--- src/rtl/cbs_frame_scheduler_pkg.sv ---
// Shared definitions for the CBS frame scheduler: FSM states, default
// credit/slope widths and the tkeep popcount helper.
package cbs_frame_scheduler_pkg;

    typedef enum logic {
        ST_IDLE = 1'b0,
        ST_TX   = 1'b1
    } sched_state_t;

    localparam int unsigned CBS_CREDIT_WIDTH = 32;
    localparam int unsigned CBS_SLOPE_WIDTH  = 16;

    // Byte count of a beat; callers zero-extend tkeep to 64 bits.
    function automatic logic [7:0] cbs_popcount(input logic [63:0] v);
        logic [7:0] n;
        n = '0;
        for (int unsigned i = 0; i < 64; i++) begin
            n = n + {7'd0, v[i]};
        end
        return n;
    endfunction

endpackage

--- src/rtl/cbs_frame_scheduler_if.sv ---
// Arbiter-side bundle: per-queue pending flags, the monitored m_axis
// handshake, FIFO back-pressure and the scheduler's queue select.
interface cbs_frame_scheduler_if
    import cbs_frame_scheduler_pkg::*;
#(
    parameter int unsigned NUM_QUEUES = 8,
    parameter int unsigned KEEP_WIDTH = 1
);
    logic                  fifo_is_almost_full;
    logic [NUM_QUEUES-1:0] q_tvalid;
    logic                  m_axis_tvalid;
    logic                  m_axis_tready;
    logic                  m_axis_tlast;
    logic [KEEP_WIDTH-1:0] m_axis_tkeep;
    logic [NUM_QUEUES-1:0] grant;
    logic                  grant_valid;

    // Frame arbiter side.
    modport master (
        output fifo_is_almost_full, q_tvalid,
        output m_axis_tvalid, m_axis_tready, m_axis_tlast, m_axis_tkeep,
        input  grant, grant_valid
    );

    // Scheduler side.
    modport slave (
        input  fifo_is_almost_full, q_tvalid,
        input  m_axis_tvalid, m_axis_tready, m_axis_tlast, m_axis_tkeep,
        output grant, grant_valid
    );
endinterface

--- src/rtl/cbs_frame_scheduler_credit_counter.sv ---
// Per-queue 802.1Qav credit: gains idle_slope every clk while active,
// pending or negative, spends byte_cost per accepted byte, and is
// clamped to [lo_credit, hi_credit] (hi first, then lo).
module cbs_frame_scheduler_credit_counter
    import cbs_frame_scheduler_pkg::*;
#(
    parameter int unsigned CREDIT_WIDTH = CBS_CREDIT_WIDTH,
    parameter int unsigned SLOPE_WIDTH  = CBS_SLOPE_WIDTH
) (
    input  logic                           clk,
    input  logic                           rstn,
    input  logic                           shaped,
    input  logic                           active,
    input  logic                           pending,
    input  logic                           debit_en,
    input  logic [7:0]                     bytes,
    input  logic [SLOPE_WIDTH-1:0]         idle_slope,
    input  logic [SLOPE_WIDTH-1:0]         byte_cost,
    input  logic signed [CREDIT_WIDTH-1:0] hi_credit,
    input  logic signed [CREDIT_WIDTH-1:0] lo_credit,
    output logic signed [CREDIT_WIDTH-1:0] credit
);
    localparam int unsigned WIDE = CREDIT_WIDTH + SLOPE_WIDTH + 4;

    logic signed [WIDE-1:0]         cred_ext, hi_ext, lo_ext;
    logic signed [WIDE-1:0]         gain, cost, sum, clamp_hi, clamped;
    logic signed [CREDIT_WIDTH-1:0] credit_nxt;

    // Wide, non-wrapping update and clamp; then pick update/zero/hold.
    always_comb begin
        cred_ext = {{(WIDE-CREDIT_WIDTH){credit[CREDIT_WIDTH-1]}}, credit};
        hi_ext   = {{(WIDE-CREDIT_WIDTH){hi_credit[CREDIT_WIDTH-1]}}, hi_credit};
        lo_ext   = {{(WIDE-CREDIT_WIDTH){lo_credit[CREDIT_WIDTH-1]}}, lo_credit};
        gain     = {{(WIDE-SLOPE_WIDTH){1'b0}}, idle_slope};
        cost     = '0;
        if (debit_en) begin
            cost = WIDE'(bytes) * WIDE'(byte_cost);
        end
        sum      = cred_ext + gain - cost;
        clamp_hi = (sum > hi_ext) ? hi_ext : sum;
        clamped  = (clamp_hi < lo_ext) ? lo_ext : clamp_hi;

        credit_nxt = credit;
        if (!shaped) begin
            credit_nxt = '0;
        end else if (active || pending || credit[CREDIT_WIDTH-1]) begin
            credit_nxt = clamped[CREDIT_WIDTH-1:0];
        end else if (credit != '0) begin
            // Positive credit is discarded while the queue is idle.
            credit_nxt = '0;
        end
    end

    // Credit register.
    always_ff @(posedge clk or negedge rstn) begin
        if (!rstn) begin
            credit <= '0;
        end else begin
            credit <= credit_nxt;
        end
    end
endmodule

--- src/rtl/cbs_frame_scheduler.sv ---
// Frame-level CBS scheduler for the egress arbiter: per-queue credit,
// strict-priority grant (highest index wins) held until the accepted
// tlast beat. Optional per-queue frame statistics when the macro
// CBS_SCHED_STATS_EN is defined (adds stat_frames).
module cbs_frame_scheduler
    import cbs_frame_scheduler_pkg::*;
#(
    parameter int unsigned NUM_QUEUES   = 8,
    parameter int unsigned DATA_WIDTH   = 8,
    parameter int unsigned KEEP_WIDTH   = DATA_WIDTH / 8,
    parameter int unsigned CREDIT_WIDTH = CBS_CREDIT_WIDTH,
    parameter int unsigned SLOPE_WIDTH  = CBS_SLOPE_WIDTH
) (
    input  logic                               clk,
    input  logic                               rstn,
    cbs_frame_scheduler_if.slave               bus,
    input  logic [NUM_QUEUES-1:0]              cfg_shaped_mask,
    input  logic [NUM_QUEUES*SLOPE_WIDTH-1:0]  cfg_idle_slope,
    input  logic [NUM_QUEUES*SLOPE_WIDTH-1:0]  cfg_byte_cost,
    input  logic [NUM_QUEUES*CREDIT_WIDTH-1:0] cfg_hi_credit,
    input  logic [NUM_QUEUES*CREDIT_WIDTH-1:0] cfg_lo_credit,
    output logic [NUM_QUEUES*CREDIT_WIDTH-1:0] credit
`ifdef CBS_SCHED_STATS_EN
    ,
    output logic [NUM_QUEUES*32-1:0]           stat_frames
`endif
);
    sched_state_t          state, state_nxt;
    logic [NUM_QUEUES-1:0] grant_q, grant_nxt, elig, sel;
    logic                  gv_q, gv_nxt;
    logic                  beat, frame_end;
    logic [7:0]            beat_bytes;

    assign beat       = bus.m_axis_tvalid & bus.m_axis_tready;
    assign frame_end  = (state == ST_TX) & beat & bus.m_axis_tlast;
    assign beat_bytes = cbs_popcount(64'(bus.m_axis_tkeep));

    assign bus.grant       = grant_q;
    assign bus.grant_valid = gv_q;

    for (genvar q = 0; q < NUM_QUEUES; q++) begin : g_queue
        assign elig[q] = bus.q_tvalid[q] &
                         (~cfg_shaped_mask[q] | ~credit[q*CREDIT_WIDTH + CREDIT_WIDTH - 1]);

        cbs_frame_scheduler_credit_counter #(
            .CREDIT_WIDTH (CREDIT_WIDTH),
            .SLOPE_WIDTH  (SLOPE_WIDTH)
        ) u_credit (
            .clk        (clk),
            .rstn       (rstn),
            .shaped     (cfg_shaped_mask[q]),
            .active     ((state == ST_TX) && grant_q[q]),
            .pending    (bus.q_tvalid[q]),
            .debit_en   (beat & grant_q[q]),
            .bytes      (beat_bytes),
            .idle_slope (cfg_idle_slope[q*SLOPE_WIDTH +: SLOPE_WIDTH]),
            .byte_cost  (cfg_byte_cost[q*SLOPE_WIDTH +: SLOPE_WIDTH]),
            .hi_credit  (cfg_hi_credit[q*CREDIT_WIDTH +: CREDIT_WIDTH]),
            .lo_credit  (cfg_lo_credit[q*CREDIT_WIDTH +: CREDIT_WIDTH]),
            .credit     (credit[q*CREDIT_WIDTH +: CREDIT_WIDTH])
        );
    end

    // Priority encoder: the highest eligible queue index wins.
    always_comb begin
        sel = '0;
        for (int unsigned i = 0; i < NUM_QUEUES; i++) begin
            if (elig[i]) begin
                sel    = '0;
                sel[i] = 1'b1;
            end
        end
    end

    // Next state: grant on eligibility in IDLE, release on the tlast beat.
    always_comb begin
        state_nxt = state;
        grant_nxt = grant_q;
        gv_nxt    = gv_q;
        case (state)
            ST_IDLE: begin
                if ((|elig) && !bus.fifo_is_almost_full) begin
                    grant_nxt = sel;
                    gv_nxt    = 1'b1;
                    state_nxt = ST_TX;
                end
            end
            ST_TX: begin
                if (beat && bus.m_axis_tlast) begin
                    grant_nxt = '0;
                    gv_nxt    = 1'b0;
                    state_nxt = ST_IDLE;
                end
            end
        endcase
    end

    // State and registered grant outputs.
    always_ff @(posedge clk or negedge rstn) begin
        if (!rstn) begin
            state   <= ST_IDLE;
            grant_q <= '0;
            gv_q    <= 1'b0;
        end else begin
            state   <= state_nxt;
            grant_q <= grant_nxt;
            gv_q    <= gv_nxt;
        end
    end

`ifdef CBS_SCHED_STATS_EN
    // Per-queue frame counters, bumped on the accepted tlast beat.
    always_ff @(posedge clk or negedge rstn) begin
        if (!rstn) begin
            stat_frames <= '0;
        end else begin
            for (int unsigned q = 0; q < NUM_QUEUES; q++) begin
                if (frame_end && grant_q[q]) begin
                    stat_frames[q*32 +: 32] <= stat_frames[q*32 +: 32] + 32'd1;
                end
            end
        end
    end
`endif
endmodule

--- src/flat_wrapper.sv ---
// flat-port wrapper written by rule: the top's interface ports become plain ports
module cbs_frame_scheduler_flat import cbs_frame_scheduler_pkg::*;
#(
    parameter int unsigned NUM_QUEUES   = 8,
    parameter int unsigned DATA_WIDTH   = 8,
    parameter int unsigned KEEP_WIDTH   = DATA_WIDTH / 8,
    parameter int unsigned CREDIT_WIDTH = CBS_CREDIT_WIDTH,
    parameter int unsigned SLOPE_WIDTH  = CBS_SLOPE_WIDTH
)
  (clk, rstn, cfg_shaped_mask, cfg_idle_slope, cfg_byte_cost, cfg_hi_credit, cfg_lo_credit, credit, bus_fifo_is_almost_full, bus_q_tvalid, bus_m_axis_tvalid, bus_m_axis_tready, bus_m_axis_tlast, bus_m_axis_tkeep, bus_grant, bus_grant_valid);
  cbs_frame_scheduler_if #(.NUM_QUEUES(NUM_QUEUES), .KEEP_WIDTH(KEEP_WIDTH)) bus_i ();
  input  logic clk;
  input  logic rstn;
  input  logic [NUM_QUEUES-1:0] cfg_shaped_mask;
  input  logic [NUM_QUEUES*SLOPE_WIDTH-1:0] cfg_idle_slope;
  input  logic [NUM_QUEUES*SLOPE_WIDTH-1:0] cfg_byte_cost;
  input  logic [NUM_QUEUES*CREDIT_WIDTH-1:0] cfg_hi_credit;
  input  logic [NUM_QUEUES*CREDIT_WIDTH-1:0] cfg_lo_credit;
  output logic [NUM_QUEUES*CREDIT_WIDTH-1:0] credit;
  input wire logic [$bits(bus_i.fifo_is_almost_full)-1:0] bus_fifo_is_almost_full;
  input wire logic [$bits(bus_i.q_tvalid)-1:0] bus_q_tvalid;
  input wire logic [$bits(bus_i.m_axis_tvalid)-1:0] bus_m_axis_tvalid;
  input wire logic [$bits(bus_i.m_axis_tready)-1:0] bus_m_axis_tready;
  input wire logic [$bits(bus_i.m_axis_tlast)-1:0] bus_m_axis_tlast;
  input wire logic [$bits(bus_i.m_axis_tkeep)-1:0] bus_m_axis_tkeep;
  output wire logic [$bits(bus_i.grant)-1:0] bus_grant;
  output wire logic [$bits(bus_i.grant_valid)-1:0] bus_grant_valid;
  assign bus_i.fifo_is_almost_full = bus_fifo_is_almost_full;
  assign bus_i.q_tvalid = bus_q_tvalid;
  assign bus_i.m_axis_tvalid = bus_m_axis_tvalid;
  assign bus_i.m_axis_tready = bus_m_axis_tready;
  assign bus_i.m_axis_tlast = bus_m_axis_tlast;
  assign bus_i.m_axis_tkeep = bus_m_axis_tkeep;
  assign bus_grant = bus_i.grant;
  assign bus_grant_valid = bus_i.grant_valid;
  cbs_frame_scheduler #(.NUM_QUEUES(NUM_QUEUES), .DATA_WIDTH(DATA_WIDTH), .KEEP_WIDTH(KEEP_WIDTH), .CREDIT_WIDTH(CREDIT_WIDTH), .SLOPE_WIDTH(SLOPE_WIDTH)) u_core (.clk(clk), .rstn(rstn), .bus(bus_i), .cfg_shaped_mask(cfg_shaped_mask), .cfg_idle_slope(cfg_idle_slope), .cfg_byte_cost(cfg_byte_cost), .cfg_hi_credit(cfg_hi_credit), .cfg_lo_credit(cfg_lo_credit), .credit(credit));
endmodule
--- config.mk ---
export PLATFORM = sky130hd
export DESIGN_NAME = cbs_frame_scheduler_flat
export DESIGN_NICKNAME = d
export VERILOG_FILES = /design/src/rtl/cbs_frame_scheduler_pkg.sv /design/src/rtl/cbs_frame_scheduler_if.sv /design/src/rtl/cbs_frame_scheduler_credit_counter.sv /design/src/rtl/cbs_frame_scheduler.sv /design/src/flat_wrapper.sv
export SDC_FILE = /design/constraint.sdc
export NUM_CORES = 2
export LEC_CHECK = 0
export ABC_AREA = 1
export BUFFER_PORTS_ARGS = -buffer_cell sky130_fd_sc_hd__buf_4
export CELL_PAD_IN_SITES_DETAIL_PLACEMENT = 0
export CELL_PAD_IN_SITES_GLOBAL_PLACEMENT = 2
export CORE_ASPECT_RATIO = 0.75
export CORE_MARGIN = 3
export CORE_UTILIZATION = 30
export CTS_BUF_LIST = sky130_fd_sc_hd__clkbuf_4
export CTS_CLUSTER_SIZE = 12
export DETAILED_ROUTE_END_ITERATION = 8
export GPL_TIMING_DRIVEN = 0
export MAX_ROUTING_LAYER = met4
export PLACE_DENSITY = 0.86
export SLEW_MARGIN = 20
export SYNTH_ARGS = -nofsm -noshare
export SYNTH_HDL_FRONTEND = slang
export SYNTH_SLANG_ARGS = --single-unit
--- constraint.sdc ---
create_clock -name clk -period 7.9 [get_ports clk]
set_input_delay 0.395 -clock clk [delete_from_list [all_inputs] [get_ports clk]]
set_output_delay 0.395 -clock clk [all_outputs]
set_load 0.005 [all_outputs]
==> impl_metrics.yaml <==
run_status:
  status: "finished clean"
synthesis:
  synth_compound_area_share_pct: 13.7
  synth_cell_types: 61
  avgSynthCellArea_um2: 6.29
  ys_ff_latch: 266
  ys.flop_type: "dfrtp_1"
  synth_top_area_cell: "ha_1"
  synth_edf_count: 0
  ys_top_cells_by_area: "ha_1, inv_1, dfrtp_1"
  ys_seq_area_share_pct: 13.3
  synthSimpleGateAreaFrac_pct: 26.1
  yosysTopAreaCellShare_pct: 21.6
  synth_nets: 9742
  yosysMostFrequentCell: "inv_1"
  synth-adder-area-share_pct: 26.7
  netlist_area_um2: 50000
  ys_top_cells_by_count: "inv_1, nand2_1, ha_1"
  yosysWarnings: 0
  synthCells: 7959
  synth_top_family_by_area: "adder cells"
  synthXorXnorAreaFrac_pct: 3.82
  synth.mux.area_fraction_pct: 0
  async_reset_ff_share_pct: 100
die:
  core-area_um2: 165000
  dieArea_um2: 172000
  die_h_um: 360
  num_rows: 129
  fp.dieW_um: 478
  initial_core_util_pct: 30.3
  ios: 1056
route:
  dr.pass1.iters: 6
  routedWlPerCell_um: 20.8
  wl_mm: 253
  ant_nets: 0
  vias: 59000
  routed_via_density: 4.83
  drc: 0
  first_iter_violations: 4072
critical_path:
  arrival_ns: 8.59
  worstSetupPathType: "flip-flop to flip-flop"
  end_kind: "flip-flop"
  cp_common_cell: "nand2_1"
  crit_path_start_kind: "flip-flop"
  required_ns: 8.89
  crit_slowest_cell: "dfrtp_1"
  critPathMaxFanout: 10
  cpPeakStageDelay_ns: 0.41
cts:
  htreeDepth: 3
  root_buffer: "clkbuf_4"
  cts_tree: "built"
  cts_buffer_depth: 3
  clk_pin_slew_ns: 0.08
  cts_buffers: 91
  clkSinkCount: 266
  clock_latency_ns: 1.14
sta:
  worst_pin_slew_ns: 1.16
  max_slew_margin_pct: 21.5
  final-setup-viol-count: 0
  fin_crit_ns: 7.59
  slew_violations: 0
  hold_viol: 0
  fmax_ghz: 0.132
  finClkSkew_ns: 0.0674
  period_share_pct: 96.1
global_route:
  grt_pass1_wl_mm: 368
  gr-max-usage-layer: "met2"
  antenna_found_initial: 72
  grt.overflow.total: 0
  use_met1_pct: 38.6
  use_met2_pct: 45.2
  track_usage_pct: 29.1
  grt_pass1_vias: 58100
  use_met3_pct: 3.96
  grt_max_degree: 75
cells_and_area:
  finalNetCount: 11600
  num-fill-cells: 17600
  fin_cells: 12200
  syn2layout_area_growth_pct: 44.8
  drive_gt1_share_pct: 20.1
  final_core_util_pct: 43.8
placed_design:
  dp.cells: 11200
  dpl.hpwl_mm: 214
  io_buffers: 1055
  place_congestion: 0.993
run:
  maxCapViolCount: 0
hold_path:
  hold_class: "input pin to flip-flop"
[metal layers]
layer,wire length (um),vias to the layer above,share of wire [%]
li1,-,29000,-
met1,116000,27800,46
met2,113000,1806,45
met3,14000,382,5.5
met4,9700,0,3.8
met5,0,-,0
[state kept, by name, summed over array words and instances, names as in the netlist]
name,count
u_core.bus.grant,8
u_core.bus.grant_valid,1
u_core.g_queue.u_credit.credit,256
u_core.state,1
[through the flow]
stage          setup TNS, ns  worst slack [ns]  hold slack, ns  instance area [um2]
2_1_floorplan              0             0.856          0.0994                50000
3_3_place_gp         -699.22             -3.25           0.529                60700
3_5_place_dp         -527.39             -2.42           0.420                60900
4_1_cts                    0           0.00271        0.000758                69300
5_1_grt                -5.82            -0.141          0.0294                72400
6_report                   0             0.305           0.138                72400
[kinds of logic after synthesis]
family | after synthesis
xor gates and xnor gates | 218
and+or+nand+nor | 3118
DFF | 266
buffers and inverters | 2122
adders and majority gates | 992
AOI/OAI and AO/OA | 1243
[critical path, delay by kind of cell (launching register included)]
family / cells / cell delay (ns)
AO/OA/AOI/OAI: 8 / 1.21
adder cells (fa/ha/maj): 5 / 1.38
buffers and inverters: 8 / 0.97
flip-flops: 1 / 0.41
AND/OR/NAND/NOR: 31 / 3.46
[what timing repair did]
action                                 in CTS  in global routing
setup endpoints to repair                 256                256
hold buffers                              604                  0
gates resized for setup                   334                549
endpoints found under the hold margin     405                  0
pin swaps                                  47                188
buffers inserted                           39                102
cloned                                      0                  6
[path summary, 6_finish.rpt]
kind | startpoint | end | slack (ns) | cells past startpoint
max | u_core.bus.grant[4] | u_core.g_queue[4].u_credit.credit[11] | 0.31 | 52
min | cfg_lo_credit[228] | u_core.g_queue[7].u_credit.credit[4] | 0.14 | 4
max reg2reg | u_core.bus.grant[4] | u_core.g_queue[4].u_credit.credit[11] | 0.31 | 52
min reg2reg | u_core.g_queue[0].u_credit.credit[19] | u_core.g_queue[0].u_credit.credit[19] | 0.54 | 2
max in group asynchronous | rstn | u_core.g_queue[1].u_credit.credit[20] | 6.08 | 6
min in group asynchronous | rstn | u_core.g_queue[7].u_credit.credit[28] | 0.54 | 4
[cell type report]
type | count | area (um2) | share of cell area, %
Tap cell | 2227 | 2790 | 3.85
Clock inverter | 24 | 96.3 | 0.133
Sequential cell | 266 | 6660 | 9.20
Timing Repair Buffer | 1811 | 15300 | 21.1
Multi-Input combinational cell | 5571 | 37800 | 52.1
Inverter | 1981 | 7460 | 10.3
Buffer | 141 | 1250 | 1.73
Clock buffer | 127 | 953 | 1.32
Antenna cell | 60 | 150 | 0.207
[placed cells by master, fill, tap and decap left out, types with 30 or more instances in the layout]
master	n
o21a_1	30
a21oi_2	56
ha_1	815
diode_2	60
a21oi_1	464
dlygate4sd3_1	604
o21ai_0	321
nor2_1	704
nor4_1	32
o21ai_1	102
nand2_2	65
buf_4	1211
nor2_2	54
clkbuf_4	142
xor2_1	170
nor3_1	39
fa_1	123
nand2_1	1574
o21ai_2	36
nand3_1	372
inv_1	1948
nand4_1	108
ha_4	33
xnor2_1	38
dfrtp_1	263
Power is not shown: default switching activity piles up to over one toggle a cycle in this logic, so the estimate is an artifact.
